## src/rtl/control_unit.sv

```systemverilog
// rtl/control_unit.sv - multicycle RV64 controller sequencing IR, PC, regfile, ULA and data memory
module control_unit #(
  parameter int CNT_WIDTH       = 32,
  parameter bit HALT_ON_ILLEGAL = 1'b1
) (
  input  logic                 CLK,
  input  logic                 RST_N,
  input  logic                 run,
  input  logic [6:0]           opcode,
  input  logic [2:0]           funct3,
  input  logic                 funct7_5,
  output logic                 ir_load,
  output logic                 load_pc,
  output logic                 reset_pc,
  output logic                 pc_next_sel,
  output logic                 WE_RF,
  output logic                 WE_MEM,
  output logic                 RF_din_sel,
  output logic                 ULA_din2_sel,
  output logic                 sub,
  output logic                 busy,
  output logic                 illegal,
  output logic [CNT_WIDTH-1:0] retired
);

  typedef enum logic [2:0] {
    S_INIT, S_IDLE, S_FETCH, S_DECODE, S_EXEC, S_MEM, S_WB, S_HALT
  } state_t;

  typedef enum logic [2:0] {
    C_R, C_I, C_LD, C_SD, C_BR, C_ILL
  } class_t;

  state_t state_q, state_d;
  class_t class_q, class_d;
  logic   illegal_q, illegal_d;
  logic [CNT_WIDTH-1:0] retired_q, retired_d;
  logic   ir_load_q, ir_load_d, load_pc_q, load_pc_d, reset_pc_q, reset_pc_d;
  logic   pc_next_sel_q, pc_next_sel_d, we_rf_q, we_rf_d, we_mem_q, we_mem_d;
  logic   rf_din_sel_q, rf_din_sel_d, ula_din2_sel_q, ula_din2_sel_d;
  logic   sub_q, sub_d, busy_q, busy_d;

  // Next state, latched class, and the Moore outputs of the state being entered
  always_comb begin
    state_d        = state_q;
    class_d        = class_q;
    illegal_d      = illegal_q;
    ir_load_d      = 1'b0;
    load_pc_d      = 1'b0;
    reset_pc_d     = 1'b0;
    pc_next_sel_d  = 1'b0;
    we_rf_d        = 1'b0;
    we_mem_d       = 1'b0;
    rf_din_sel_d   = 1'b0;
    ula_din2_sel_d = 1'b0;
    sub_d          = 1'b0;
    busy_d         = 1'b0;
    // Every instruction ends on exactly one load_pc cycle, so retire on its closing edge
    retired_d      = load_pc_q ? retired_q + CNT_WIDTH'(1) : retired_q;

    case (state_q)
      S_INIT:   state_d = S_IDLE;
      S_IDLE:   if (run) state_d = S_FETCH;
      S_FETCH:  state_d = run ? S_DECODE : S_IDLE;
      S_DECODE: begin
        if (opcode == 7'b0110011 && funct3 == 3'b000)      class_d = C_R;
        else if (opcode == 7'b0010011 && funct3 == 3'b000) class_d = C_I;
        else if (opcode == 7'b0000011 && funct3 == 3'b011) class_d = C_LD;
        else if (opcode == 7'b0100011 && funct3 == 3'b011) class_d = C_SD;
        else if (opcode == 7'b1100011)                     class_d = C_BR;
        else                                               class_d = C_ILL;
        if (class_d == C_ILL) begin
          illegal_d = 1'b1;
          state_d   = HALT_ON_ILLEGAL ? S_HALT : S_EXEC;
        end else begin
          state_d = S_EXEC;
        end
      end
      S_EXEC: begin
        case (class_q)
          C_R, C_I:   state_d = S_WB;
          C_LD, C_SD: state_d = S_MEM;
          default:    state_d = S_FETCH;
        endcase
      end
      S_MEM:    state_d = (class_q == C_LD) ? S_WB : S_FETCH;
      S_WB:     state_d = S_FETCH;
      S_HALT:   state_d = S_HALT;
      default:  state_d = S_INIT;
    endcase

    case (state_d)
      S_INIT:   reset_pc_d = 1'b1;
      S_FETCH:  begin ir_load_d = 1'b1; busy_d = 1'b1; end
      S_DECODE: busy_d = 1'b1;
      S_EXEC: begin
        busy_d         = 1'b1;
        ula_din2_sel_d = (class_d == C_I) || (class_d == C_LD) || (class_d == C_SD);
        sub_d          = ((class_d == C_R) && funct7_5) || (class_d == C_BR);
        if (class_d == C_BR) begin
          load_pc_d     = 1'b1;
          pc_next_sel_d = 1'b1;
        end
        if (class_d == C_ILL) load_pc_d = 1'b1;
      end
      S_MEM: begin
        busy_d         = 1'b1;
        ula_din2_sel_d = 1'b1;
        if (class_d == C_SD) begin
          we_mem_d  = 1'b1;
          load_pc_d = 1'b1;
        end
      end
      S_WB: begin
        busy_d         = 1'b1;
        we_rf_d        = 1'b1;
        load_pc_d      = 1'b1;
        rf_din_sel_d   = (class_d != C_LD);
        ula_din2_sel_d = ula_din2_sel_q;
        sub_d          = sub_q;
      end
      default: ;
    endcase
  end

  // State, class, flags and registered strobes; reset aborts any instruction in flight
  always_ff @(posedge CLK or negedge RST_N) begin
    if (!RST_N) begin
      state_q        <= S_INIT;
      class_q        <= C_ILL;
      illegal_q      <= 1'b0;
      retired_q      <= '0;
      ir_load_q      <= 1'b0;
      load_pc_q      <= 1'b0;
      reset_pc_q     <= 1'b1;
      pc_next_sel_q  <= 1'b0;
      we_rf_q        <= 1'b0;
      we_mem_q       <= 1'b0;
      rf_din_sel_q   <= 1'b0;
      ula_din2_sel_q <= 1'b0;
      sub_q          <= 1'b0;
      busy_q         <= 1'b0;
    end else begin
      state_q        <= state_d;
      class_q        <= class_d;
      illegal_q      <= illegal_d;
      retired_q      <= retired_d;
      ir_load_q      <= ir_load_d;
      load_pc_q      <= load_pc_d;
      reset_pc_q     <= reset_pc_d;
      pc_next_sel_q  <= pc_next_sel_d;
      we_rf_q        <= we_rf_d;
      we_mem_q       <= we_mem_d;
      rf_din_sel_q   <= rf_din_sel_d;
      ula_din2_sel_q <= ula_din2_sel_d;
      sub_q          <= sub_d;
      busy_q         <= busy_d;
    end
  end

  assign ir_load      = ir_load_q;
  assign load_pc      = load_pc_q;
  assign reset_pc     = reset_pc_q;
  assign pc_next_sel  = pc_next_sel_q;
  assign WE_RF        = we_rf_q;
  assign WE_MEM       = we_mem_q;
  assign RF_din_sel   = rf_din_sel_q;
  assign ULA_din2_sel = ula_din2_sel_q;
  assign sub          = sub_q;
  assign busy         = busy_q;
  assign illegal      = illegal_q;
  assign retired      = retired_q;

endmodule
```

## config.mk

```make
export PLATFORM = sky130hd
export DESIGN_NAME = control_unit
export DESIGN_NICKNAME = d
export VERILOG_FILES = /design/src/rtl/control_unit.sv
export SDC_FILE = /design/constraint.sdc
export NUM_CORES = 1
export LEC_CHECK = 0
export CAP_MARGIN = 20
export CORE_ASPECT_RATIO = 1.2
export CORE_MARGIN = 2
export CORE_UTILIZATION = 49
export DETAILED_ROUTE_END_ITERATION = 12
export HOLD_SLACK_MARGIN = 0.1
export PLACE_DENSITY = 0.79
export SYNTH_ARGS = -nofsm -noshare
export SYNTH_HDL_FRONTEND = slang
export SYNTH_SLANG_ARGS = --single-unit
```

## constraint.sdc

```tcl
create_clock -name CLK -period 1.8 [get_ports CLK]
set_input_delay 0.45 -clock CLK [delete_from_list [all_inputs] [get_ports CLK]]
set_output_delay 0.45 -clock CLK [all_outputs]
set_load 0.02 [all_outputs]
```

; Yosys cells after proc, flatten, opt, wreduce, memory -nomap -nowiden
; Index checks and enable logic that the tools add are counted.
[op_classes]
reduce_logical = 17
addsub = 1
eq_ne = 28
mux = 26
[ops]
columns = operator, count
row1 = 32-bit by 1-bit adder with 32-bit output (second input constant), 1
row2 = 3-bit equality test (second input constant), 10
row3 = 3-bit by 2-bit equality test with 1-bit output (second input constant), 9
row4 = 3-bit 2-to-1 mux, 8
row5 = 3-bit case mux with 8 select lines, 1
row6 = 3-bit zero test, 5
row7 = 7-bit by 6-bit equality test with 1-bit output (second input constant), 2
row8 = 1-bit 2-to-1 mux, 11
row9 = 3-bit by 1-bit equality test with 1-bit output (second input constant), 3
row10 = 7-bit by 2-bit equality test with 1-bit output (second input constant), 1
row11 = 7-bit by 5-bit equality test with 1-bit output (second input constant), 1
row12 = 7-bit equality test (second input constant), 1
row13 = 1-bit case mux with 3 select lines, 2
row14 = 3-bit case mux with 2 select lines, 1
row15 = 1-bit logical AND, 5
row16 = 5-bit OR reduction, 1
row17 = 2-bit 2-to-1 mux, 2
row18 = 2-bit OR reduction, 2
row19 = 1-bit logical OR, 3
row20 = 3-bit by 2-bit inequality test with 1-bit output (second input constant), 1
row21 = 1-bit case mux with 2 select lines, 1
row22 = 2-bit AND reduction, 1
[totals]
elab_cells = 86
ff_bits = 49

; Logic depth before layout (Yosys ltp)
; Gate-level depths: netlist of run 1.
[logic_depth]
word_depth = 13
ltp_mapped = 7
mapped_depth_nobuf = 6

; Worst setup path after synthesis of run 1
; Ideal clock, no wire load.
[synth_timing]
path_kind = reg-to-reg
startpoint = register retired_q[0], in the netlist retired[0]
endpoint = register retired_q[26], in the netlist retired[26]
n_path_buf = 0
setup_ns = 0.130
t_required_ns = 1.670
t_arrival_ns = 1.522
synth_period_minus_slack_ns = 1.652
slack_ns = 0.148
stages_incl_launch_ff = 6
cell_sequence = dfrtp_1 -> ha_1 -> nand3_2 -> nor4_4 -> nand3_1 -> xnor2_1
[synth_via]
elab_chain_len = 1
[synth_lines]
columns = element, line_no
row1 = start: declaration, 37  ; logic [CNT_WIDTH-1:0] retired_q, retired_d;
row2 = start signal: assignment, 147  ; retired_q <= retired_d;
row3 = 32-bit by 1-bit adder with 32-bit output, 59  ; retired_d = load_pc_q ? retired_q + CNT_WIDTH'(1) : retired_q;
; No other way between the ends.
; A chain may end at the register's enable or synchronous reset.

; Worst setup path in the final report of run 1
[layout_timing]
startpoint = register ula_din2_sel_q, in the netlist ULA_din2_sel
endpoint = output ULA_din2_sel
[layout_rtl]
columns = element, line_no
row1 = start: declaration, 40  ; logic rf_din_sel_q, rf_din_sel_d, ula_din2_sel_q, ula_din2_sel_d;
row2 = start signal: assignment, 155  ; ula_din2_sel_q <= ula_din2_sel_d;
row3 = end: declaration, 19  ; output logic ULA_din2_sel,
; No word-level cell between the ends.

==> results.toml, run 1 <==
[yosys]
yosysUniqueCellTypes = 56
synth_top_area_cell = "dfrtp_1"
synth_area_leaders = "dfrtp_1, xnor2_1, xor2_1, dfstp_2, nand2_1"
synth-seq-cells = 49
syn_area_mm2 = 0.00239
ys_warn_count = 0
async_flop_share_pct = 100
synth_top_cell_area_share_pct = 48.1
yosysMostFrequentCell = "dfrtp_1"
synth_edf_count = 0
ys.flop_type = "dfrtp_1"
yosys-top-cells-count = "dfrtp_1, xnor2_1, nand2_1, nor2_1"
syn_avg_cell_area_um2 = 11.6
synthCells = 206
synth_fp_nets = 221
synth-seq-area-share_pct = 51.4

[power_and_ir_drop]
ir_drop_v = 0.000644
powerDensity_mw_per_mm2 = 991
power.total_uw = 3260
p_leak_uw = 0.00174

[sta]
setup_slack_ns = 0.0697
finalCritPeriodShare_pct = 96.1
worst_hold_slack_ns = 0.0948
finalClockSkew_ns = 0.0107
max_clock_freq_mhz = 578
period_needed_ns = 1.73
rsz0062_at_grt = "yes"
setup_viol = 0
hold_viol = 0
slew_viol_final = 0

[final_layout]
layout-drive-gt1-share_pct = 21.7
fill_cells = 354
antenna_cells = 0
nets = 300
post-route-util_pct = 70.5
final_cells = 344
syn_to_final_growth_pct = 37.3

[route]
routed_via_density = 5.54
drtAntennaViolNets = 0
drtIter0Drc = 132
post_drt_wl_per_cell_um = 15.5
drt_wl_total_mm = 5.35
drc = 0
vias = 1905
drtPass1Iterations = 4

[clocking]
cts_root_buf = "clkbuf_8"
clkTransAtPathRegs_ns = 0.09
cts.htree.levels = 2
clk_path_buf_depth = 2
cts_buffers = 5
cts_tree = "done"
clk_latency_ns = 0.30
cts_num_sinks = 49

[critical_path]
required_ns = 1.35
crit_cells = 1
crit_path_max_fanout = 2
critical_path.top_delay_family = "buffers and inverters"
reg2reg_to = "sub$_DFFE_PN0N_"
start_kind = "flop"
ff2ff_path_depth = 6
critPathKind = "reg2out"
r2r_setup_slack_ns = 0.08
cp_slowest_stage_delay_ns = 0.62
critPathBufInv = 1
critPathCaptureType = "primary output"
crit_chain = "clkdlybuf4s50_1"
cp.arrival_ns = 1.28
cpMaxStageDelayCell = "clkdlybuf4s50_1"
worstReg2RegStart = "state_q[2]$_DFF_PN0_"

[global_route]
grt_pass1_wl_mm = 8.54
grt_pass1_vias = 1892
grt_antenna_before_repair = 0
grt_overflow = 0
grt_max_degree = 24
grt_usage_pct = 21.0

[floorplanning]
num_rows = 27
die_area_mm2 = 0.00546
fp.coreArea_mm2 = 0.00466
start_util_pct = 51.4
fp.dieW_um = 67.8
io_pins = 57
fp.dieH_um = 80.6

[placed_design]
dp_slack_ns = -0.401
gp_congestion = 0.857
place_hpwl_mm = 3.86
dp_cells = 335
io_buffers = 56

[hold_path]
min_path_type = "in2async"

[run]
max_cap_viol_count = 0

[status]
status = "complete, no violations"
## stage by stage
stage	cell area, um2	setup TNS (ns)
2_1_floorplan	2390	0
3_3_place_gp	3150	-2.25
3_5_place_dp	3150	-2.99
4_1_cts	3240	0
5_1_grt	3290	-0.0267
6_report	3290	0
## flip-flops by register name, indices dropped and copies added (netlist names)
name and count:
reset_pc 1, pc_next_sel 1, illegal 1, load_pc 1, RF_din_sel 1, ir_load 1
busy 1, retired 32, WE_RF 1, ULA_din2_sel 1, class_q 3, sub 1
state_q 3, WE_MEM 1
## layer usage
layer | global-route usage [%] | vias up | wire length [um]
li1 | - | 898 | -
met1 | 23.8 | 934 | 2050
met2 | 37.6 | 61 | 2910
met3 | 4.48 | 12 | 267
met4 | 7.80 | 0 | 114
met5 | 0 | - | 0
## power by group
part	internal, uW	switching (uW)
sequential	1260	192
combinational	548	622
clock	269	366
## cell usage in the layout (no fill, tap or decap), drive strengths merged, types with 6 or more instances in the layout
| master | n |
|---|---|
| dfrtp | 46 |
| dlygate4sd2 | 29 |
| xnor2 | 20 |
| buf | 19 |
| clkdlybuf4s50 | 18 |
| nand2 | 16 |
| nor2 | 15 |
| nand3 | 14 |
| xor2 | 11 |
| nand4 | 10 |
| dlymetal6s2s | 8 |
| inv | 7 |
| o21ai | 6 |
| nor3 | 6 |
## worst reg2reg max path: cells and delay by family, from the launching register on
kind,cells,cell delay (ns)
compound gates,2,0.37
buf+inv,1,0.13
simple gates,3,0.63
flops,1,0.47
## kinds of logic after synthesis
family,synth area share [%]
fa+ha+maj,0.522
other cells,0.157
flops,51.4
simple gates,24.3
buf+inv,1.72
mux,0.888
xor+xnor,11.3
compound gates,9.72
## layout make-up
cell class,instances,area [um2],area share [%]
Clock buffer,5,68.8,2.09
Clock inverter,3,17.5,0.533
Inverter,7,26.3,0.799
Multi-Input combinational cell,148,1180,35.9
Sequential cell,49,1230,37.5
Tap cell,58,72.6,2.21
Timing Repair Buffer,74,687,20.9
## what timing repair did
action	4_1_cts	5_1_grt
resized for setup	36	15
setup buffers	1	0
setup endpoints to repair	31	12
pin swaps	3	0
hold buffers	0	0
## worst max path at each step
stage	from	endpoint	slack, ns
after floorplan	retired[0]$_DFFE_PN0P_	retired[26]$_DFFE_PN0P_	0.15
after global placement	opcode[6]	sub$_DFFE_PN0N_	-0.31
after detailed placement	opcode[6]	sub$_DFFE_PN0N_	-0.40
after CTS	retired[28]$_DFFE_PN0P_	retired[28]	0.0009
after global routing	opcode[4]	sub$_DFFE_PN0N_	-0.03
final	ULA_din2_sel$_DFFE_PN0N_	ULA_din2_sel	0.07
(Power assumes the default switching activity.)
==> run 2: changes to the inputs <==
Settings changed: CORE_MARGIN 2 to 10.
==> run 2 against run 1 <==
Net effect: setup slack got worse by 0.016 ns; first-iteration DRC count fell by 14%; combinational power is essentially flat; utilization shrank 0.46 points; clock skew is 0.0025 ns lower; sequential share of layout area rose by 0.17 points; critical path type is now in2reg; critical endpoint is now ULA_din2_sel$_DFFE_PN0N_; largest cell class unchanged; largest power group unchanged.
==> results.toml, run 2 (synthesized netlist as in run 1, its figures left out) <==
[sta]
hold_viol = 0
period_needed_ns = 1.75
max_clock_freq_mhz = 573
finalCritPeriodShare_pct = 97.0
slew_viol_final = 0
final.setup.tns_ns = 0
finalClockSkew_ns = 0.00826
rsz0062_at_grt = "yes"
setup_viol = 0

[global_route]
grt_usage_pct = 13.1
grt_overflow = 0
grt_max_degree = 35
grt_pass1_vias = 1942
grt_pass1_wl_mm = 8.86
grt_antenna_before_repair = 0

[critical_path]
critPathKind = "in2reg"
crit_path_max_fanout = 5
reg2reg_to = "sub$_DFFE_PN0N_"
start_kind = "primary input"
worstReg2RegStart = "state_q[1]$_DFF_PN0_"
cp.arrival_ns = 1.94
required_ns = 1.99
critPathCaptureType = "flop"
r2r_setup_slack_ns = 0.14
ff2ff_path_depth = 6

[run]
max_cap_viol_count = 0

[floorplanning]
start_util_pct = 51.4
fp.dieH_um = 96.6
fp.dieW_um = 83.8
num_rows = 27
fp.coreArea_mm2 = 0.00466
io_pins = 57
die_area_mm2 = 0.00810

[final_layout]
layout_commonest_cell = "dfrtp_1"
antenna_cells = 0
largest_reg_flops = 32
syn_to_final_growth_pct = 36.4
nets = 299
layout_common_cells = "dfrtp_1, dlygate4sd2_1, xnor2_1, clkdlybuf4s50_1, nand2_1"
post-route-util_pct = 70.0
layout-drive-gt1-share_pct = 19.3

[power_and_ir_drop]
ir_drop_v = 0.000514
powerDensity_mw_per_mm2 = 1010
power.total_uw = 3280
p_leak_uw = 0.00172

[route]
drtPass1Iterations = 4
vias = 1860
routed_via_density = 5.42
drc = 0
drt_wl_total_mm = 5.19
post_drt_wl_per_cell_um = 15.1
drtAntennaViolNets = 0
drtIter0Drc = 113

[clocking]
cts_num_sinks = 49
clk_latency_ns = 0.30
clk_path_buf_depth = 2
cts.htree.levels = 2
cts_root_buf = "clkbuf_8"
cts_buffers = 5
cts_tree = "done"
clkTransAtPathRegs_ns = 0.09

[hold_path]
hold_depth = 1
min_path_type = "reg2reg"
min_from = "illegal$_DFFE_PN0P_"
hold_end = "illegal$_DFFE_PN0P_"

[placed_design]
place_hpwl_mm = 4.13
io_buffers = 56
gp_congestion = 0.824

[status]
status = "complete, no violations"
## run 2: changes by cell type in the layout (fill, tap and decap cells not counted), sizes merged
cell	before	now
clkbuf	5	7
clkinv	2	1
buf	19	17
dlygate4sd3	0	1
clkinvlp	1	0
## run 2: power breakdown
| group | internal (uW) | switching [uW] | total [uW] | leakage, uW |
|---|---|---|---|---|
| sequential | 1260 | 167 | 1430 | 0.000647 |
| combinational | 534 | 629 | 1160 | 0.00102 |
| clock | 348 | 348 | 696 | 0.0000542 |
## run 2: worst max path at each step
stage | from | endpoint | cells past startpoint
finish | opcode[2] | ULA_din2_sel$_DFFE_PN0N_ | 6
global placement | opcode[6] | sub$_DFFE_PN0N_ | 6
floorplan | retired[0]$_DFFE_PN0P_ | retired[26]$_DFFE_PN0P_ | 5
detailed placement | opcode[6] | sub$_DFFE_PN0N_ | 6
global route | retired[4]$_DFFE_PN0P_ | retired[22]$_DFFE_PN0P_ | 6
CTS | retired[28]$_DFFE_PN0P_ | retired[28] | 1
## run 2: what timing repair did
item,CTS,global route
endpoints found under the setup margin,26,11
pin swaps,3,0
hold buffers,1,0
hold endpoints to repair,12,0
buffers inserted,0,0
resized for setup,33,10
cloned,0,0
## run 2: area by class of cell
type	instances	area (um2)
fillers	340	1400
flip-flops and latches	49	1230
multi-input cells	148	1150
repair buffers	73	682
clock buffers	7	96.3
well taps	58	72.6
inverters	7	26.3
clock inverters	1	5.00
## run 2: routing by layer
metal	track usage [%]	wire length (um)
met1	13.6	2090
met4	6.15	109
met2	24.2	2710
met3	3.85	276
met5	0	0
## run 2: critical path, stage by stage
cell and delay [ns]:
clkdlybuf4s50_1 0.47, and4bb_2 0.26, nand3_1 0.13, o311ai_4 0.15
and2_1 0.23, a32o_1 0.25
## run 2: metrics by stage
stage          area, um2  hold WS [ns]  worst slack [ns]  std cells
4_1_cts             3240         0.480           0.00306        343
3_5_place_dp        3140         0.400            -0.344        334
2_1_floorplan       2390         0.154             0.148        206
3_3_place_gp        3140         0.385            -0.303        334
6_report            3270         0.477            0.0534        343
5_1_grt             3270         0.497         -0.000875        343
